<file path="src/rtl/fetch_block.sv">
// Instruction fetch stage: pc register, IF/ID pipeline register and a
// RUN/HALTED state machine that stops fetching after a halt word.
module fetch_block #(
  parameter logic [31:0] RESET_PC  = 32'h0000_0000,
  parameter logic [31:0] HALT_WORD = 32'h0000_000C
) (
  input  logic        clk,
  input  logic        reset,
  input  logic        stall,
  input  logic        branch_taken,
  input  logic [31:0] branch_target,
  input  logic        jump,
  input  logic [25:0] jump_index,
  input  logic [31:0] instruction_in,
  output logic [31:0] pc,
  output logic [31:0] if_id_instruction,
  output logic [31:0] if_id_pc_plus4,
  output logic        if_id_valid,
  output logic        halted,
  output logic [31:0] fetch_count
);

  typedef enum logic {RUN, HALTED} state_e;

  typedef enum logic [2:0] {
    SRC_BR, SRC_IDLE, SRC_JMP, SRC_HOLD, SRC_SEQ
  } src_e;

  state_e      state_q, state_d;
  src_e        src;
  logic [31:0] pc_q, pc_d;
  logic [31:0] ir_q, ir_d;
  logic [31:0] p4_q, p4_d;
  logic        valid_q, valid_d;
  logic [31:0] cnt_q, cnt_d;
  logic [31:0] pc_inc;

  assign pc_inc = pc_q + 32'd4;

  // Redirect priority; HALTED only listens to branch_taken.
  always_comb begin
    src = SRC_SEQ;
    priority case (1'b1)
      branch_taken:        src = SRC_BR;
      (state_q == HALTED): src = SRC_IDLE;
      jump:                src = SRC_JMP;
      stall:               src = SRC_HOLD;
      default:             src = SRC_SEQ;
    endcase
  end

  always_ff @(posedge clk) begin
    if (reset) state_q <= RUN;
    else       state_q <= state_d;
  end

  always_comb begin
    state_d = state_q;
    unique case (src)
      SRC_BR:  state_d = RUN;
      SRC_SEQ: if (instruction_in == HALT_WORD)
                 state_d = HALTED;
      default: state_d = state_q;
    endcase
  end

  always_comb begin
    pc_d    = pc_q;
    ir_d    = ir_q;
    p4_d    = p4_q;
    valid_d = valid_q;
    unique case (src)
      SRC_BR: begin
        pc_d    = branch_target & ~32'h3;
        valid_d = 1'b0;
      end
      SRC_IDLE: valid_d = 1'b0;
      SRC_JMP: begin
        pc_d    = {p4_q[31:28], jump_index, 2'b00};
        valid_d = 1'b0;
      end
      SRC_HOLD: valid_d = valid_q;
      SRC_SEQ: begin
        pc_d    = pc_inc;
        ir_d    = instruction_in;
        p4_d    = pc_inc;
        valid_d = 1'b1;
      end
      default: valid_d = valid_q;
    endcase
  end

  assign cnt_d = (src == SRC_SEQ && cnt_q != '1)
               ? cnt_q + 32'd1 : cnt_q;

  always_ff @(posedge clk) begin
    if (reset) begin
      pc_q    <= RESET_PC;
      ir_q    <= '0;
      p4_q    <= '0;
      valid_q <= 1'b0;
      cnt_q   <= '0;
    end else begin
      pc_q    <= pc_d;
      ir_q    <= ir_d;
      p4_q    <= p4_d;
      valid_q <= valid_d;
      cnt_q   <= cnt_d;
    end
  end

  always_comb begin
    halted            = (state_q == HALTED);
    pc                = pc_q;
    if_id_instruction = ir_q;
    if_id_pc_plus4    = p4_q;
    if_id_valid       = valid_q;
    fetch_count       = cnt_q;
  end

endmodule

</file>
<file path="config.mk">
export PLATFORM = sky130hd
export DESIGN_NAME = fetch_block
export DESIGN_NICKNAME = d
export VERILOG_FILES = /design/src/rtl/fetch_block.sv
export SDC_FILE = /design/constraint.sdc
export NUM_CORES = 1
export LEC_CHECK = 0
export CAP_MARGIN = 20
export CORE_MARGIN = 3
export CORE_UTILIZATION = 30
export CTS_BUF_LIST = sky130_fd_sc_hd__clkbuf_4
export CTS_CLUSTER_SIZE = 20
export DETAILED_ROUTE_END_ITERATION = 6
export PLACE_DENSITY = 0.57
export SYNTH_ARGS = -nofsm -noshare
export SYNTH_HDL_FRONTEND = slang
export SYNTH_SLANG_ARGS = --single-unit
</file>
<file path="constraint.sdc">
create_clock -name clk -period 3.3 [get_ports clk]
set_input_delay 0.99 -clock clk [delete_from_list [all_inputs] [get_ports clk]]
set_output_delay 0.99 -clock clk [all_outputs]
set_load 0.05 [all_outputs]
</file>
==> results.toml, run 1 <==
[synthesis]
avgSynthCellArea_um2 = 7.98
ys_warn_count = 0
yosys-top-cells-count = "126 x dfxtp_1, 109 x nand2_1, 87 x a21oi_1"
synthXorXnorAreaFrac = 0.0394
yosysTopAreaCellShare = 0.405
synth_ff_type = "dfxtp_1"
synth.distinct_cells = 56
synth.largest_area_cell = "dfxtp_1"
async_flop_share = 0
ys_ff_latch = 126
synth-compound-area-share = 0.218
syn_inst = 781
synth_edf_count = 0
synth_top_family_by_area = "simple AND/OR/NAND/NOR gates"
synth_fa_ha_area_frac = 0.00402
synth.most_common_cell = "dfxtp_1"
synth_area_um2 = 6230
synthMuxAreaShare = 0.0157
synthTopCellsByArea = "dfxtp_1 40%, a21oi_1 7.0%, nand2_1 6.6%, o21ai_0 4.1%, nand4_1 3.1%"
yosysSeqAreaShare = 0.405
synth_simple_gate_area_frac = 0.270

[global_routing]
grt_max_degree = 71
grt_first_pass_wirelength_um = 33500
track_usage = 0.188
grt_overflow = 0
grt_pass1_vias = 6111
antenna_found_initial = 1

[clock_tree]
cts_tree = "done"
numCtsBuffers = 17
h-tree-depth = 4
clkLatencyLatePin_ns = 0.53
cts-hold-fix-buffers = 0
cts_resized = 0
clkTransAtPathRegs_ns = 0.12
cts-root-buf = "clkbuf_4"
clockBufferDepth = 2
numClockSinks = 126
post-cts-setup-buffers = 0

[pwr]
p_switching_mw = 1.12
p_seq_frac = 0.439
p_per_area_nw_per_um2 = 410
swShare = 0.298
power.share.clock = 0.370
p_leak_nw = 3.13
ir_worst_vdd_mv = 0.180
p_int_mw = 2.64
pwr-share-comb = 0.191

[timing]
period_share = 0.890
fin_hold_ws_ns = 0.459
rsz0062_at_grt = "false"
worst_pin_slew_ns = 0.826
setup_viol = 0
max_freq_mhz = 341
hold_violations = 0
clock_skew_ns = 0.0205
slew_viol_final = 0
period_needed_ns = 2.94
max_slew_margin = 0.449
worst_slack_ns = 0.364
setup_tns_ns = 0

[routing]
first_pass_iters = 5
wirelength_um = 22100
ant_nets = 0
vias = 6608
via_per_inst = 5.21
detail_route.iter0.violations = 343
post_drt_wl_per_cell_um = 17.4
drc = 0

[setup_path]
required_ns = 2.31
slowest_stage = "clkdlybuf4s50_1"
ff2ff_path_depth = 6
path_cells = "clkdlybuf4s50_1"
cp.arrival_ns = 1.95
worstReg2RegEnd = "pc[30]"
cp-start-kind = "register"
timing.rr.start = "pc[2]"
critPathBufInv = 1
cpPeakStageDelay_ns = 0.88
crit_family = "buffers and inverters"
cp_max_fo = 9
r2r_slack_ns = 0.80
worstSetupEndpointType = "output port"
worstSetupPathType = "register to output port"

[floorplanning]
start_util = 0.307
dieWidth_um = 150
die-area_um2 = 22500
die_h_um = 150
ios = 225
rows = 52
core_region_area_um2 = 20300

[finish]
num-fill-cells = 2071
syn2layout_area_growth_pct = 46.9
stdcell_count = 1269
drive_gt1_frac = 0.0772
nets = 1082

[flow_run]
cap_violations = 0

[min_path]
min_path_type = "register to register"
min_from = "if_id_instruction[0]"
min_to = "if_id_instruction[0]"
hold_depth = 2

[placement]
dp_hpwl_um = 15500
pre_cts_slack_ns = 0.0763
gp_congestion = 0.797
dpl.cell_count = 1236
portBuffers = 218

[outcome]
status = "complete, no violations"
metrics by stage:
stage	instance area (um2)	utilization	total power, mW
floorplan	6240	-	2.08
CTS	9150	0.451	3.82
finish	9160	0.451	3.76
global route	9160	0.451	3.92
global placement	8780	0.432	2.40
detailed placement	8780	0.432	2.40
routing by layer:
metal / part of all wire / vias to the layer above / track usage
met3: 0.086 / 21 / 0.0602
met2: 0.46 / 235 / 0.304
met1: 0.43 / 3075 / 0.241
met4: 0.015 / 0 / 0.0540
met5: 0 / - / 0
li1: - / 3277 / -
sequential cells by signal (all words and copies together), names as in the netlist:
name and flops:
fetch_count 32, halted 1, if_id_instruction 32, if_id_pc_plus4 30
if_id_valid 1, pc 30
how the worst max path moves through the flow:
stage,cells past startpoint,endpoint,from
after global routing,1,pc[26],pc[26]
after floorplan,5,fetch_count[12],jump
after CTS,1,pc[26],pc[26]
after detailed placement,5,fetch_count[31],stall
final,1,pc[26],pc[26]
after global placement,5,fetch_count[31],jump
cells by family after synthesis:
logic type | Yosys count
AO/OA/AOI/OAI | 221
XOR/XNOR | 28
adder cells (fa/ha/maj) | 2
buffers and inverters | 72
flip-flops | 126
multiplexers | 9
other | 1
AND/OR/NAND/NOR | 322
power by group through the flow:
| stage | Combinational [mW] | Sequential [mW] | Clock (mW) |
|---|---|---|---|
| after floorplan | 0.221 | 1.86 | 0 |
| after global placement | 0.719 | 1.68 | 0 |
| after detailed placement | 0.721 | 1.68 | 0 |
| after CTS | 0.723 | 1.65 | 1.45 |
| after global routing | 0.761 | 1.66 | 1.50 |
| final | 0.717 | 1.65 | 1.39 |
layout by cell type (no fill, tap or decap), types with 8 or more instances in the layout:
| cell | Yosys | routed |
|---|---|---|
| a211oi_1 | 12 | 12 |
| a21oi_1 | 87 | 87 |
| a221o_1 | 8 | 8 |
| a22oi_1 | 10 | 10 |
| a31oi_1 | 9 | 9 |
| and3_1 | 11 | 11 |
| buf_4 | 5 | 22 |
| clkbuf_4 | 0 | 18 |
| clkdlybuf4s50_1 | 0 | 217 |
| dfxtp_1 | 126 | 126 |
| inv_1 | 9 | 9 |
| nand2_1 | 109 | 109 |
| nand2b_1 | 10 | 10 |
| nand3_1 | 27 | 27 |
| nand4_1 | 31 | 31 |
| nor2_1 | 42 | 42 |
| nor3_1 | 21 | 21 |
| nor4_1 | 19 | 19 |
| o21ai_0 | 51 | 51 |
| or3_1 | 13 | 13 |
| or4_1 | 9 | 8 |
| xnor2_1 | 19 | 19 |
| xor2_1 | 9 | 9 |
worst register-to-register path, cell delays in order, from the launching register on:
cell and delay (ns):
dfxtp_1 0.48, ha_1 0.31, nand3_1 0.31, or4_1 0.62, o31a_1 0.26, o211ai_1 0.28
o21ai_0 0.13
area by class of cell:
cell class / count / area, um2 / area share
Antenna cell: 1 / 2.50 / 0.000273
Clock inverter: 14 / 240 / 0.0262
Timing Repair Buffer: 244 / 2440 / 0.266
Multi-Input combinational cell: 586 / 3440 / 0.376
Clock buffer: 18 / 135 / 0.0148
Tap cell: 270 / 338 / 0.0369
Sequential cell: 126 / 2520 / 0.276
Inverter: 10 / 37.5 / 0.00410
(Power assumes the default switching activity.)
==> run 2, diff against run 1 <==
--- a/config.mk
+++ b/config.mk
@@ -11,7 +11,6 @@
 export CTS_BUF_LIST = sky130_fd_sc_hd__clkbuf_4
 export CTS_CLUSTER_SIZE = 20
 export DETAILED_ROUTE_END_ITERATION = 6
-export PLACE_DENSITY = 0.57
 export SYNTH_ARGS = -nofsm -noshare
 export SYNTH_HDL_FRONTEND = slang
 export SYNTH_SLANG_ARGS = --single-unit
==> run 2 against run 1 <==
- count of clock-buffer cells in the layout increased by 1
- final cell count increased by 0.16%
- fmax down 3.4%
- power shrank 3.0%
- design area shrank 0.38%
- worst hold slack barely moved
- clock power shrank 8%
- flip-flop and latch count did not move
- critical path depth unchanged
- wire length decreased by 0.36%
- critical endpoint is now halted
- highest routed layer unchanged
==> results.toml, run 2 (synthesized netlist as in run 1, its figures left out) <==
[outcome]
status = "complete, no violations"

[pwr]
swShare = 0.298
power.share.clock = 0.351
pwr-share-comb = 0.197
ir_worst_vdd_mv = 0.185
p_leak_nw = 3.11
p_per_area_nw_per_um2 = 399
p_switching_mw = 1.09
power_mw = 3.64
p_seq_frac = 0.452
p_int_mw = 2.56

[setup_path]
worstReg2RegEnd = "fetch_count[5]"
worstSetupPathType = "register to output port"
critPathCapture = "halted"
r2r_slack_ns = 0.88
required_ns = 2.31
worstSetupEndpointType = "output port"
crit_family = "buffers and inverters"
crit_start = "halted"
cpPeakStageDelay_ns = 0.89
cp-start-kind = "register"
cp_max_fo = 9
slowest_stage = "clkdlybuf4s50_1"
ff2ff_path_depth = 6
cp.arrival_ns = 2.05
path_cells = "clkdlybuf4s50_1"
critPathBufInv = 1
timing.rr.start = "fetch_count[10]"
crit_cells = 1

[timing]
setup_viol = 0
rsz0062_at_grt = "false"
hold_violations = 0
max_slew_margin = 0.563
clock_skew_ns = 0.0152
worst_pin_slew_ns = 0.656
setup_tns_ns = 0
slew_viol_final = 0
max_freq_mhz = 329
period_share = 0.921
fin_hold_ws_ns = 0.459
period_needed_ns = 3.04

[floorplanning]
core_region_area_um2 = 20300
die-area_um2 = 22500
dieWidth_um = 150
die_h_um = 150
start_util = 0.307
ios = 225
rows = 52

[placement]
portBuffers = 218
dpl.cell_count = 1238
dp_hpwl_um = 15500
gp_congestion = 0.806

[routing]
ant_nets = 0
via_per_inst = 5.22
wirelength_um = 22000
post_drt_wl_per_cell_um = 17.3
vias = 6629
drc = 0
first_pass_iters = 5
detail_route.iter0.violations = 454

[clock_tree]
cts-hold-fix-buffers = 0
clkTransAtPathRegs_ns = 0.11
numCtsBuffers = 17
clockBufferDepth = 2
cts-root-buf = "clkbuf_4"
numClockSinks = 126
cts_resized = 0
clkLatencyLatePin_ns = 0.54
cts_tree = "done"
post-cts-setup-buffers = 0
h-tree-depth = 4

[finish]
stdcell_count = 1271
final_common_cell = "clkdlybuf4s50_1"
postLayoutCoreUtil = 0.449
syn2layout_area_growth_pct = 46.4
num-fill-cells = 2075
nets = 1084
drive_gt1_frac = 0.0760
final_cell_mix = "217 x clkdlybuf4s50_1, 126 x dfxtp_1, 109 x nand2_1"

[global_routing]
grt_max_degree = 105
grt_overflow = 0
grt_pass1_vias = 6160
track_usage = 0.191
antenna_found_initial = 1
grt_first_pass_wirelength_um = 34000

[flow_run]
cap_violations = 0

[min_path]
min_path_type = "register to register"
min_from = "if_id_instruction[25]"
-- run 2: cell types whose count changed in the layout (fill, tap and decap cells not counted), sizes merged --
cell,change
clkbuf,+1
inv,-1
bufinv,-1
buf,+2
clkinv,+1
-- run 2: area by class of cell --
cell class,count,area [um2],area share
Sequential cell,126,2520,0.277
Clock buffer,19,143,0.0156
Tap cell,270,338,0.0370
Clock inverter,13,195,0.0214
Timing Repair Buffer,246,2440,0.268
Inverter,10,37.5,0.00412
Multi-Input combinational cell,586,3440,0.377
Antenna cell,1,2.50,0.000274
-- run 2: routing by layer --
metal	wire length (um)	GRT usage	vias to the layer above
met5	0	0	-
met4	430	0.0544	0
met3	1830	0.0635	28
met2	10200	0.308	208
met1	9490	0.244	3108
li1	-	-	3285
-- run 2: through the flow --
| step | worst slack [ns] | cell area [um2] |
|---|---|---|
| floorplan | 0.708 | 6240 |
| global placement | 0.165 | 8780 |
| detailed placement | 0.125 | 8780 |
| CTS | 0.179 | 9120 |
| global route | 0.102 | 9120 |
| finish | 0.260 | 9120 |
-- run 2: power groups by stage --
stage	Combinational, mW	Clock, mW	Sequential [mW]
2_1_floorplan	0.221	0	1.86
3_3_place_gp	0.718	0	1.68
3_5_place_dp	0.721	0	1.68
4_1_cts	0.723	1.32	1.65
5_1_grt	0.764	1.39	1.66
6_report	0.718	1.28	1.65
-- run 2: worst min-delay path by stage --
stage	to	depth (start not counted)
finish	if_id_instruction[25]	2
global route	if_id_instruction[31]	2
CTS	if_id_instruction[25]	2
detailed placement	if_id_instruction[30]	2
global placement	if_id_instruction[2]	2
floorplan	if_id_pc_plus4[16]	2
==> run 3, diff against run 2 <==
--- a/config.mk
+++ b/config.mk
@@ -7,10 +7,12 @@
 export LEC_CHECK = 0
 export CAP_MARGIN = 20
 export CORE_MARGIN = 3
-export CORE_UTILIZATION = 30
+export CORE_UTILIZATION = 25
 export CTS_BUF_LIST = sky130_fd_sc_hd__clkbuf_4
+export CTS_CLUSTER_DIAMETER = 120
 export CTS_CLUSTER_SIZE = 20
 export DETAILED_ROUTE_END_ITERATION = 6
+export GPL_TIMING_DRIVEN = 1
 export SYNTH_ARGS = -nofsm -noshare
 export SYNTH_HDL_FRONTEND = slang
 export SYNTH_SLANG_ARGS = --single-unit
==> run 3 against run 2 <==
- critical path depth unchanged
- sequential share of layout area hardly changed
- worst setup slack got worse by 0.0094 ns
- combinational power about the same
- highest routed layer unchanged
- largest cell class unchanged
- design area barely moved
- power is 5.1% lower
- fmax fell by 0.31%
==> results.toml, run 3 (synthesized netlist as in run 1, its figures left out) <==
[outcome]
status = "complete, no violations"

[setup_path]
worstSetupPathType = "register to output port"
critPathCapture = "halted"
slowest_stage = "clkdlybuf4s50_1"
crit_family = "buffers and inverters"
worstSetupEndpointType = "output port"
timing.rr.start = "pc[4]"
worstReg2RegEnd = "pc[29]"
r2r_slack_ns = 0.78
crit_start = "halted"
crit_cells = 1
critPathBufInv = 1
cpPeakStageDelay_ns = 0.91
cp-start-kind = "register"
path_cells = "clkdlybuf4s50_1"
ff2ff_path_depth = 6
cp.arrival_ns = 2.06
required_ns = 2.31
cp_max_fo = 9

[routing]
detail_route.iter0.violations = 453
post_drt_wl_per_cell_um = 17.1
m1WireLength_um = 9840
first_pass_iters = 5
wl_met3_um = 1960
ant_nets = 0
dr_wl_met2_um = 10600
top_layer = "met4"
drc = 0
vias = 6650
wirelength_um = 22700
via_per_inst = 5.02

[timing]
period_share = 0.924
max_freq_mhz = 328
period_needed_ns = 3.05
max_slew_margin = 0.287
setup_viol = 0
worst_pin_slew_ns = 1.07
setup_tns_ns = 0
hold_violations = 0
fin_hold_ws_ns = 0.461
slew_viol_final = 0
clock_skew_ns = 0.0271
rsz0062_at_grt = "false"
worst_slack_ns = 0.251

[placement]
pre_cts_slack_ns = 0.0228
dp_hpwl_um = 16000
portBuffers = 218
dpl.cell_count = 1292
placed_area_um2 = 8830
gp_congestion = 0.785

[pwr]
ir_worst_vdd_mv = 0.182
p_leak_nw = 3.07
p_per_area_nw_per_um2 = 379

[clock_tree]
clkTransAtPathRegs_ns = 0.13
cts_tree = "done"
clkLatencyLatePin_ns = 0.54
h-tree-depth = 4
cts-hold-fix-buffers = 0
cts_resized = 0
cts-root-buf = "clkbuf_4"
clockBufferDepth = 2
numClockSinks = 126
post-cts-setup-buffers = 0
numCtsBuffers = 17

[finish]
nets = 1084
syn2layout_area_growth_pct = 46.2
final_cell_mix = "217 x clkdlybuf4s50_1, 126 x dfxtp_1, 109 x nand2_1"
drive_gt1_frac = 0.0780
stdcell_count = 1325
num-fill-cells = 2543
fin_area_um2 = 9110
final_common_cell = "clkdlybuf4s50_1"

[global_routing]
grt_pass1_vias = 6310
grt_max_degree = 71
grt_first_pass_wirelength_um = 35200
grt_overflow = 0
track_usage = 0.166
antenna_found_initial = 1

[floorplanning]
start_util = 0.255
core_region_area_um2 = 24400
rows = 57
die-area_um2 = 26900
ios = 225
die_h_um = 164
dieWidth_um = 164

[min_path]
min_path_type = "register to register"

[flow_run]
cap_violations = 0
-- run 3: cell count changes in the layout (fill, tap and decap cells not counted), sizes merged --
cell	delta
bufinv	-3
clkbuf	-2
clkinv	+1
clkinvlp	+3
inv	+1
-- run 3: metrics by stage --
stage	power [mW]	util
3_5_place_dp	2.40	0.362
4_1_cts	3.52	0.374
6_report	3.46	0.374
5_1_grt	3.63	0.374
3_3_place_gp	2.40	0.362
2_1_floorplan	2.08	-
-- run 3: metal layers --
metal | vias up | global-route usage
met3 | 23 | 0.0547
met5 | - | 0
li1 | 3290 | -
met1 | 3102 | 0.214
met4 | 0 | 0.0427
met2 | 235 | 0.267
-- run 3: how the worst min path moves through the flow --
stage,from,endpoint,slack [ns],cells after the start
finish,if_id_instruction[0],if_id_instruction[0],0.46,2
global route,if_id_instruction[15],if_id_instruction[15],0.48,2
CTS,if_id_pc_plus4[18],if_id_pc_plus4[18],0.46,2
detailed placement,if_id_instruction[15],if_id_instruction[15],0.45,2
global placement,if_id_instruction[28],if_id_instruction[28],0.44,2
floorplan,if_id_pc_plus4[16],if_id_pc_plus4[16],0.67,2
-- run 3: report_power, final --
part           switching, mW  internal, mW
sequential            0.0699          1.58
combinational          0.426         0.293
clock                  0.646         0.444
total                   1.14          2.32
-- run 3: cell type report --
type,instances,area [um2],area share
clock inverters,15,148,0.0162
clock buffers,17,128,0.0140
diodes,1,2.50,0.000275
inverters,10,37.5,0.00412
repair buffers,246,2430,0.266
multi-input cells,586,3440,0.378
flip-flops and latches,126,2520,0.277
well taps,324,405,0.0445
